[config.mk]
export PLATFORM = sky130hd
export DESIGN_NAME = chan_mux_arb
export DESIGN_NICKNAME = d
export VERILOG_FILES = /design/src/rtl/chan_mux_pkg.sv /design/src/rtl/chan_mux_arb_rr_pick.sv /design/src/rtl/chan_mux_arb.sv
export SDC_FILE = /design/constraint.sdc
export NUM_CORES = 1
export LEC_CHECK = 0
export ABC_AREA = 1
export CAP_MARGIN = 15
export CORE_ASPECT_RATIO = 1.5
export CORE_MARGIN = 1
export CORE_UTILIZATION = 35
export CTS_CLUSTER_SIZE = 30
export DETAILED_ROUTE_END_ITERATION = 10
export GPL_ROUTABILITY_DRIVEN = 0
export PLACE_DENSITY = 0.7
export SYNTH_ARGS = -nofsm -noshare
export SYNTH_HDL_FRONTEND = slang
export SYNTH_HIERARCHICAL = 1
export SYNTH_SLANG_ARGS = --single-unit
[constraint.sdc]
create_clock -name clk -period 2.2 [get_ports clk]
set_clock_uncertainty 0.15 [all_clocks]
set_input_delay 0.22 -clock clk [delete_from_list [all_inputs] [get_ports clk]]
set_output_delay 0.22 -clock clk [all_outputs]
set_load 0.02 [all_outputs]
[src/rtl/chan_mux_pkg.sv]
// Shared constants and FSM encoding for the channel multiplexer/arbiter.
// Imported by chan_mux_arb and rr_pick.
package chan_mux_pkg;

  localparam logic MODE_MANUAL = 1'b0;
  localparam logic MODE_RR     = 1'b1;

  typedef enum logic {
    ST_EMPTY = 1'b0,
    ST_FULL  = 1'b1
  } state_t;

  function automatic int clog2(input int v);
    int r;
    r = 0;
    while ((1 << r) < v) r++;
    return r;
  endfunction

endpackage

[src/rtl/chan_mux_arb_rr_pick.sv]
// Rotating-priority request picker: first requester after ptr wins,
// wrapping from N-1 back to 0 (ptr itself is checked last).
module rr_pick
  import chan_mux_pkg::*;
#(
  parameter  int N    = 4,
  localparam int SELW = clog2(N)
) (
  input  logic [N-1:0]    req,
  input  logic [SELW-1:0] ptr,
  output logic            gnt_vld,
  output logic [SELW-1:0] gnt_idx
);

  always_comb begin
    logic [SELW-1:0] cand;
    gnt_vld = 1'b0;
    gnt_idx = '0;
    cand    = '0;
    for (int k = 1; k <= N; k++) begin
      cand = SELW'((int'(ptr) + k) % N);
      if (!gnt_vld && req[cand]) begin
        gnt_vld = 1'b1;
        gnt_idx = cand;
      end
    end
  end

endmodule

[src/rtl/chan_mux_arb.sv]
// N-channel registered multiplexer with manual and round-robin grant modes,
// valid/ready on every channel and a one-entry output register.
// Optional even-parity output enabled by defining CHAN_MUX_PARITY_EN.
module chan_mux_arb
  import chan_mux_pkg::*;
#(
  parameter  int N    = 4,
  parameter  int W    = 8,
  localparam int SELW = clog2(N)
) (
  input  logic            clk,
  input  logic            rst_n,
  input  logic [N*W-1:0]  in_data,
  input  logic [N-1:0]    in_valid,
  output logic [N-1:0]    in_ready,
  input  logic            mode,
  input  logic [SELW-1:0] sel,
  output logic [W-1:0]    out_data,
  output logic [SELW-1:0] out_chan,
  output logic            out_valid,
  input  logic            out_ready
`ifdef CHAN_MUX_PARITY_EN
  ,
  output logic            out_parity
`endif
);

  function automatic logic parity_even(input logic [W-1:0] d);
    return ^d;
  endfunction

  state_t          state_q, state_d;
  logic [SELW-1:0] ptr_q;
  logic [W-1:0]    data_p1;
  logic [SELW-1:0] chan_p1;

  logic            rr_vld;
  logic [SELW-1:0] rr_idx;
  logic            man_vld;
  logic [SELW-1:0] man_idx;
  logic            gnt_vld;
  logic [SELW-1:0] gnt_idx;
  logic [W-1:0]    gnt_data_p0;
  logic            can_load;
  logic            load;

  rr_pick #(.N(N)) u_rr_pick (
    .req     (in_valid),
    .ptr     (ptr_q),
    .gnt_vld (rr_vld),
    .gnt_idx (rr_idx)
  );

  // Stage p0: grant decision and input selection
  always_comb begin
    man_vld = 1'b0;
    man_idx = '0;
    for (int i = 0; i < N; i++) begin
      if (sel == SELW'(i) && in_valid[i]) begin
        man_vld = 1'b1;
        man_idx = SELW'(i);
      end
    end
  end

  assign gnt_vld  = (mode == MODE_RR) ? rr_vld : man_vld;
  assign gnt_idx  = (mode == MODE_RR) ? rr_idx : man_idx;
  assign out_valid = (state_q == ST_FULL);
  assign can_load = !out_valid || out_ready;
  // rst_n gates the handshake so no channel sees in_ready while held in reset
  assign load     = rst_n && can_load && gnt_vld;

  always_comb begin
    in_ready    = '0;
    gnt_data_p0 = '0;
    if (load) in_ready[gnt_idx] = 1'b1;
    for (int i = 0; i < N; i++) begin
      if (gnt_idx == SELW'(i)) gnt_data_p0 = in_data[i*W +: W];
    end
  end

  always_comb begin
    state_d = state_q;
    case (state_q)
      ST_EMPTY: if (load) state_d = ST_FULL;
      ST_FULL: begin
        if (load)           state_d = ST_FULL;
        else if (out_ready) state_d = ST_EMPTY;
      end
      default: state_d = ST_EMPTY;
    endcase
  end

  // Stage p1: output register
  always_ff @(posedge clk or negedge rst_n) begin
    if (!rst_n) state_q <= ST_EMPTY;
    else        state_q <= state_d;
  end

  always_ff @(posedge clk or negedge rst_n) begin
    if (!rst_n) begin
      data_p1 <= '0;
      chan_p1 <= '0;
      ptr_q   <= SELW'(N - 1);
    end else if (load) begin
      data_p1 <= gnt_data_p0;
      chan_p1 <= gnt_idx;
      ptr_q   <= gnt_idx;
    end
  end

  assign out_data = data_p1;
  assign out_chan = chan_p1;

`ifdef CHAN_MUX_PARITY_EN
  logic parity_p1;

  always_ff @(posedge clk or negedge rst_n) begin
    if (!rst_n)    parity_p1 <= 1'b0;
    else if (load) parity_p1 <= parity_even(gnt_data_p0);
  end

  assign out_parity = parity_p1;
`endif

endmodule

# Word level (Yosys, flattened, before mapping)
# Index checks and enable logic that the tools add are counted.
[op_classes]
bitwise = 1
n_eq_ne = 6
n_lt_le_gt_ge = 6
n_mux = 36
reduce_logical = 17
n_addsub = 4
[ops]
columns = ["operator", "n"]
rows = [
  ["$mux 8", 4],
  ["$mux 1", 18],
  ["$lt 2x3->1 const B", 5],
  ["$mux 2", 7],
  ["$logic_and 1x1->1", 10],
  ["$bmux 1 s2", 4],
  ["$eq 2x2->1 const B", 4],
  ["$add 2x1->2 const B", 2],
  ["$add 2x2->2 const B", 2],
  ["$eq 2x1->1 const B", 2],
  ["$logic_not 1->1", 4],
  ["$logic_not 2->1", 2],
  ["$mux 4", 1],
  ["$demux 1 s2", 1],
  ["$ge 2x1->1 const B", 1],
  ["$pmux 1 s2", 1],
  ["$logic_or 1x1->1", 1],
  ["$not 1->1", 1],
]
[word_totals]
wordCells = 74
register_bits = 13

# Logic depth before layout (Yosys ltp)
[logic_depth]
word_depth = 19
ltp_mapped = 17
depth_no_buf = 15

# Cells and area by module
# The synthesis kept the hierarchy.
[modules_own_cells]
columns = ["mod", "area_each_um2", "seq_area_each_um2", "n_inst", "cells_each"]
rows = [
  ["chan_mux_arb", 924.6, 327.8, 1, 135],
  ["rr_pick", 290.3, 0.0, 1, 49],
]

# Worst setup path before layout
# OpenSTA, ideal clock, no wires.
[synth_path]
path_kind = "reg-to-output"
startpoint = "register ptr_q[0]"
endpoint = "output port in_ready[0]"
path_stages_with_launch = 13
t_arrival_ns = 2.009
path_buffers = 2
t_required_ns = 1.830
slack_ns = -0.179
cell_sequence = "dfstp_2 -> buf_6 -> nand2_1 -> nand2_4 -> nand2_4 -> nand2_4 -> nor2_1 -> a21oi_1 -> nand3_1 -> nand2_1 -> nand2_2 -> buf_6 -> nor3_1"
[synth_via]
elab_chain_cells = 19
[synth_lines]
columns = ["item", "line", "source"]
rows = [
  ["start, declared", "chan_mux_arb.sv:33", "logic [SELW-1:0] ptr_q;"],
  ["start signal, assigned", "chan_mux_arb.sv:104", "ptr_q <= SELW'(N - 1);"],
  ["start signal, assigned", "chan_mux_arb.sv:108", "ptr_q <= gnt_idx;"],
  ["$add 2x1->2", "chan_mux_arb_rr_pick.sv:21", "cand = SELW'((int'(ptr) + k) % N);"],
  ["$bmux 1 s2", "chan_mux_arb_rr_pick.sv:22", "if (!gnt_vld && req[cand]) begin"],
  ["$mux 1 (implied by the code)", "chan_mux_arb_rr_pick.sv:22", ""],
  ["$mux 1", "chan_mux_arb_rr_pick.sv:22", ""],
  ["$logic_not 1->1", "chan_mux_arb_rr_pick.sv:22", ""],
  ["$logic_and 1x1->1", "chan_mux_arb_rr_pick.sv:22", ""],
  ["$mux 1", "chan_mux_arb_rr_pick.sv:22", ""],
  ["$logic_not 1->1", "chan_mux_arb_rr_pick.sv:22", ""],
  ["[... 4 more ...]", "-", ""],
  ["$mux 2 *", "chan_mux_arb_rr_pick.sv:22", ""],
  ["named net rr_idx[0]", "chan_mux_arb.sv:38", "logic [SELW-1:0] rr_idx;"],
  ["$mux 2 *", "chan_mux_arb.sv:67", "assign gnt_idx = (mode == MODE_RR) ? rr_idx : man_idx;"],
  ["$lt 2x3->1 (implied by the code) or $ge 2x1->1 (tied branches)", "chan_mux_arb.sv:76", "if (load) in_ready[gnt_idx] = 1'b1;"],
  ["$logic_and 1x1->1 (implied by the code)", "chan_mux_arb.sv:76", ""],
  ["$mux 1 (implied by the code)", "chan_mux_arb.sv:76", ""],
  ["$demux 1 s2 *", "chan_mux_arb.sv:76", ""],
  ["$mux 4 *", "chan_mux_arb.sv:76", ""],
  ["end, declared", "chan_mux_arb.sv:15", "output logic [N-1:0] in_ready,"],
]
# Mark *: on every way through the listed nets, which the timed path passes. The rest lies on a longest branch. The select of a mux whose other input is x is not followed.

# Worst setup path after layout
[layout_path]
startpoint = "register ptr_q[0]"
endpoint = "output port in_ready[1]"
# Same word-level chain as after synthesis.

==> flow_summary_export.csv <==
group,metric,value,unit
min_path,hold_path.class,"input pin to async pin",
synth,syn_area,1215,um^2
worst_setup_path,criticalPathCategory,"register to primary output",
grt,grt_pass1_wl,6265,um
synth,synthSimpleGateAreaFrac,57.47,%
synth,ys_ff_latch,13,
worst_setup_path,cpMostUsedCell,"nand2_4",
drt,top_layer_used,"met4",
drt,ant_nets,0,
cells_and_area,final_util,70.29,%
grt,antenna_found_initial,0,
drt,wl_met2,2362,um
clock_tree,h-tree-depth,1,
worst_setup_path,crit_fanout,7,
place,io_buffers,56,
synth,synth_nets,226,
synth,synthCells,184,
worst_setup_path,rrSetupSlack,-0.26,ns
synth,synthTopCellsByArea,"dfrtp_1 (23%), nand2_1 (18%), nand3_1 (13%)",
cells_and_area,n_antenna_cell,0,
synth,synthTopCellsByCount,"nand2_1 (58), nand3_1 (31), nor2_1 (20)",
grt,grt_util_all_layers,22.06,%
worst_setup_path,worst-path-buf-inv,2,
floorplan,num_io_pins,57,
clock_tree,clkTransAtPathRegs,0.06,ns
place,detailedPlace.worstSlack,-0.5301,ns
run,maxCapViolCount,0,
sta,worst_slew_margin_rel,82.42,%
sta,min_period_over_period,116.5,%
worst_setup_path,arrival,2.19,ns
pwr,power.total,0.002584,W
drt,wl_met1,1550,um
synth,synth_top_family_by_area,"simple AND/OR/NAND/NOR gates",
synth,synthAdderAreaFrac,0,%
synth,synth_cell_type_count,23,
cells_and_area,fillCellCount,259,
pwr,power_density,1141,nW/um^2
clock_tree,root_buffer,"clkbuf_8",
worst_setup_path,path_cells,"clkinv_4 > nand2_2 > nand2_2 > nand2_4 > nand2_4 > nor2_4 > nand3b_1 > nand3_2 > nand2_2 > nand2_4 > nand2_4 > nor2_4 > buf_6",
clock_tree,tritoncts,"built",
drt,via_per_inst,4.889,
worst_setup_path,endpoint_kind,"primary output",
drt,vias,1501,
floorplan,design.die.area,3716,um^2
cells_and_area,area_growth,86.41,%
synth,ys.flop_type,"dfrtp_1",
sta,whs,0.1848,ns
place,hpwl,2886,um
sta,hold_violations,0,
worst_setup_path,cp.required,1.83,ns
worst_setup_path,startpoint_type,"register",
synth,synthArstFlopShare,100.0,%
grt,grt_pass1_vias,1468,
sta,rsz0062_at_grt,"true",
floorplan,core,3222,um^2
worst_setup_path,r2r-start,"ptr_q[0]",
floorplan,start_util,37.71,%
worst_setup_path,r2r_end,"out_data[7]",
clock_tree,clk_latency,0.25,ns
synth,yosys.area.top_type_share,22.66,%
synth,yosys.area.top_type,"dfrtp_1",
synth,seq_area_frac_synth,26.98,%
sta,setup_ws,-0.3630,ns
synth,ys_warn_count,6,
run_status,violations,"setup timing",
synth,yosys.area_share.xor_xnor,0,%
drt,first_pass_iters,4,
sta,final.setup.tns,-3.117,ns
worst_setup_path,cpMaxStageDelayCell,"dfstp_2",
cells_and_area,drive_gt1_share,37.83,%
drt,avgRoutedWirePerCell,13.43,um
drt,drc_errors,0,
worst_setup_path,cp.depth,13,
floorplan,rows,25,
sta,drv_slew,0,
cells_and_area,nNetsFinal,310,
worst_setup_path,r2r_cells,15,
synth,synth_most_common_cell,"nand2_1",
drt,route.met3.wl,112,um
worst_setup_path,crit_path_max_incr_delay,0.64,ns
pwr,p_leak,1.093,nW
sta,fmax,0.3902,GHz
run_status,outcome,"finished, violations left",
drt,first_iter_violations,27,
synth,synth-compound-area-share,6.488,%
floorplan,die_h,74.16,um
grt,overflow,0,
sta,tightest_slew,0.2629,ns
clock_tree,clock_sinks,13,
pwr,irDropWorstVdd,676.4,uV
sta,post-route-min-period,2.563,ns
grt,grt_max_degree,22,
drt,routed_wl,4122,um
sta,setup_violations,13,
clock_tree,cts-buffers-inserted,3,
synth,synth_edf_count,0,
clock_tree,clockBufferDepth,2,
synth,syn_area_per_cell,6.603,um^2
floorplan,die_w,50.11,um
worst_setup_path,path_delay_family,"simple AND/OR/NAND/NOR gates",
synth,synth.area.mux_share,0,%
-- state kept, by name, indices dropped and copies added (netlist names) --
signal / count
out_chan: 2
out_data: 8
out_valid: 1
ptr_q: 2
-- cells in the final DEF, fill, tap and decap left out, drive strengths merged --
cell type,instances
dfstp,2
inv,8
a21oi,3
nand3,35
nand2,78
nor2,21
nand3b,1
clkbuf,4
dfrtp,11
nand4,4
clkdlybuf4s50,52
clkinv,1
buf,34
o21ai,9
or2,1
o21a,2
nor3,1
-- power breakdown --
part | internal, W | switching, W | leakage [nW]
combinational | 0.000881 | 0.00104 | 0.910
sequential | 0.000350 | 0.0000872 | 0.160
clock | 0.000128 | 0.0000927 | 0.0228
total | 0.00136 | 0.00122 | 1.09
-- how the worst max path moves through the flow --
stage,from,to
after floorplan,ptr_q[0],in_ready[0]
after global placement,in_valid[2],in_ready[0]
after detailed placement,in_valid[2],in_ready[0]
after CTS,ptr_q[0],in_ready[1]
after global routing,ptr_q[0],in_ready[1]
final,ptr_q[0],in_ready[1]
-- kinds of logic after synthesis --
family                 Yosys count
and+or+nand+nor                141
buffers and inverters           16
AOI/OAI and AO/OA               14
DFF                             13
-- metal layers --
layer	track usage (%)	vias up
met5	0	-
met4	10.16	0
met3	1.431	10
met2	43.70	39
met1	23.09	689
li1	-	763
-- timing repair --
item | 4_1_cts | 5_1_grt
endpoints found under the setup margin | 12 | 17
pin swaps | 13 | 17
hold buffers | 0 | 0
setup buffers | 6 | 5
resized for setup | 44 | 43
endpoints found under the hold margin | 0 | 0
-- area by class of cell --
class	instances	area [um^2]	area share, %
multi-input cells	155	957.2	42.27
repair buffers	86	843.3	37.24
flip-flops and latches	13	327.8	14.48
well taps	40	50.05	2.210
clock buffers	4	45.04	1.989
inverters	9	41.29	1.823
-- through the flow --
stage	std cells	area (um^2)
final	307	2265
after global routing	307	2265
after CTS	302	2064
after detailed placement	293	1929
after global placement	293	1929
after floorplan	184	1227
Note: power is estimated with default switching activity, not from simulation.
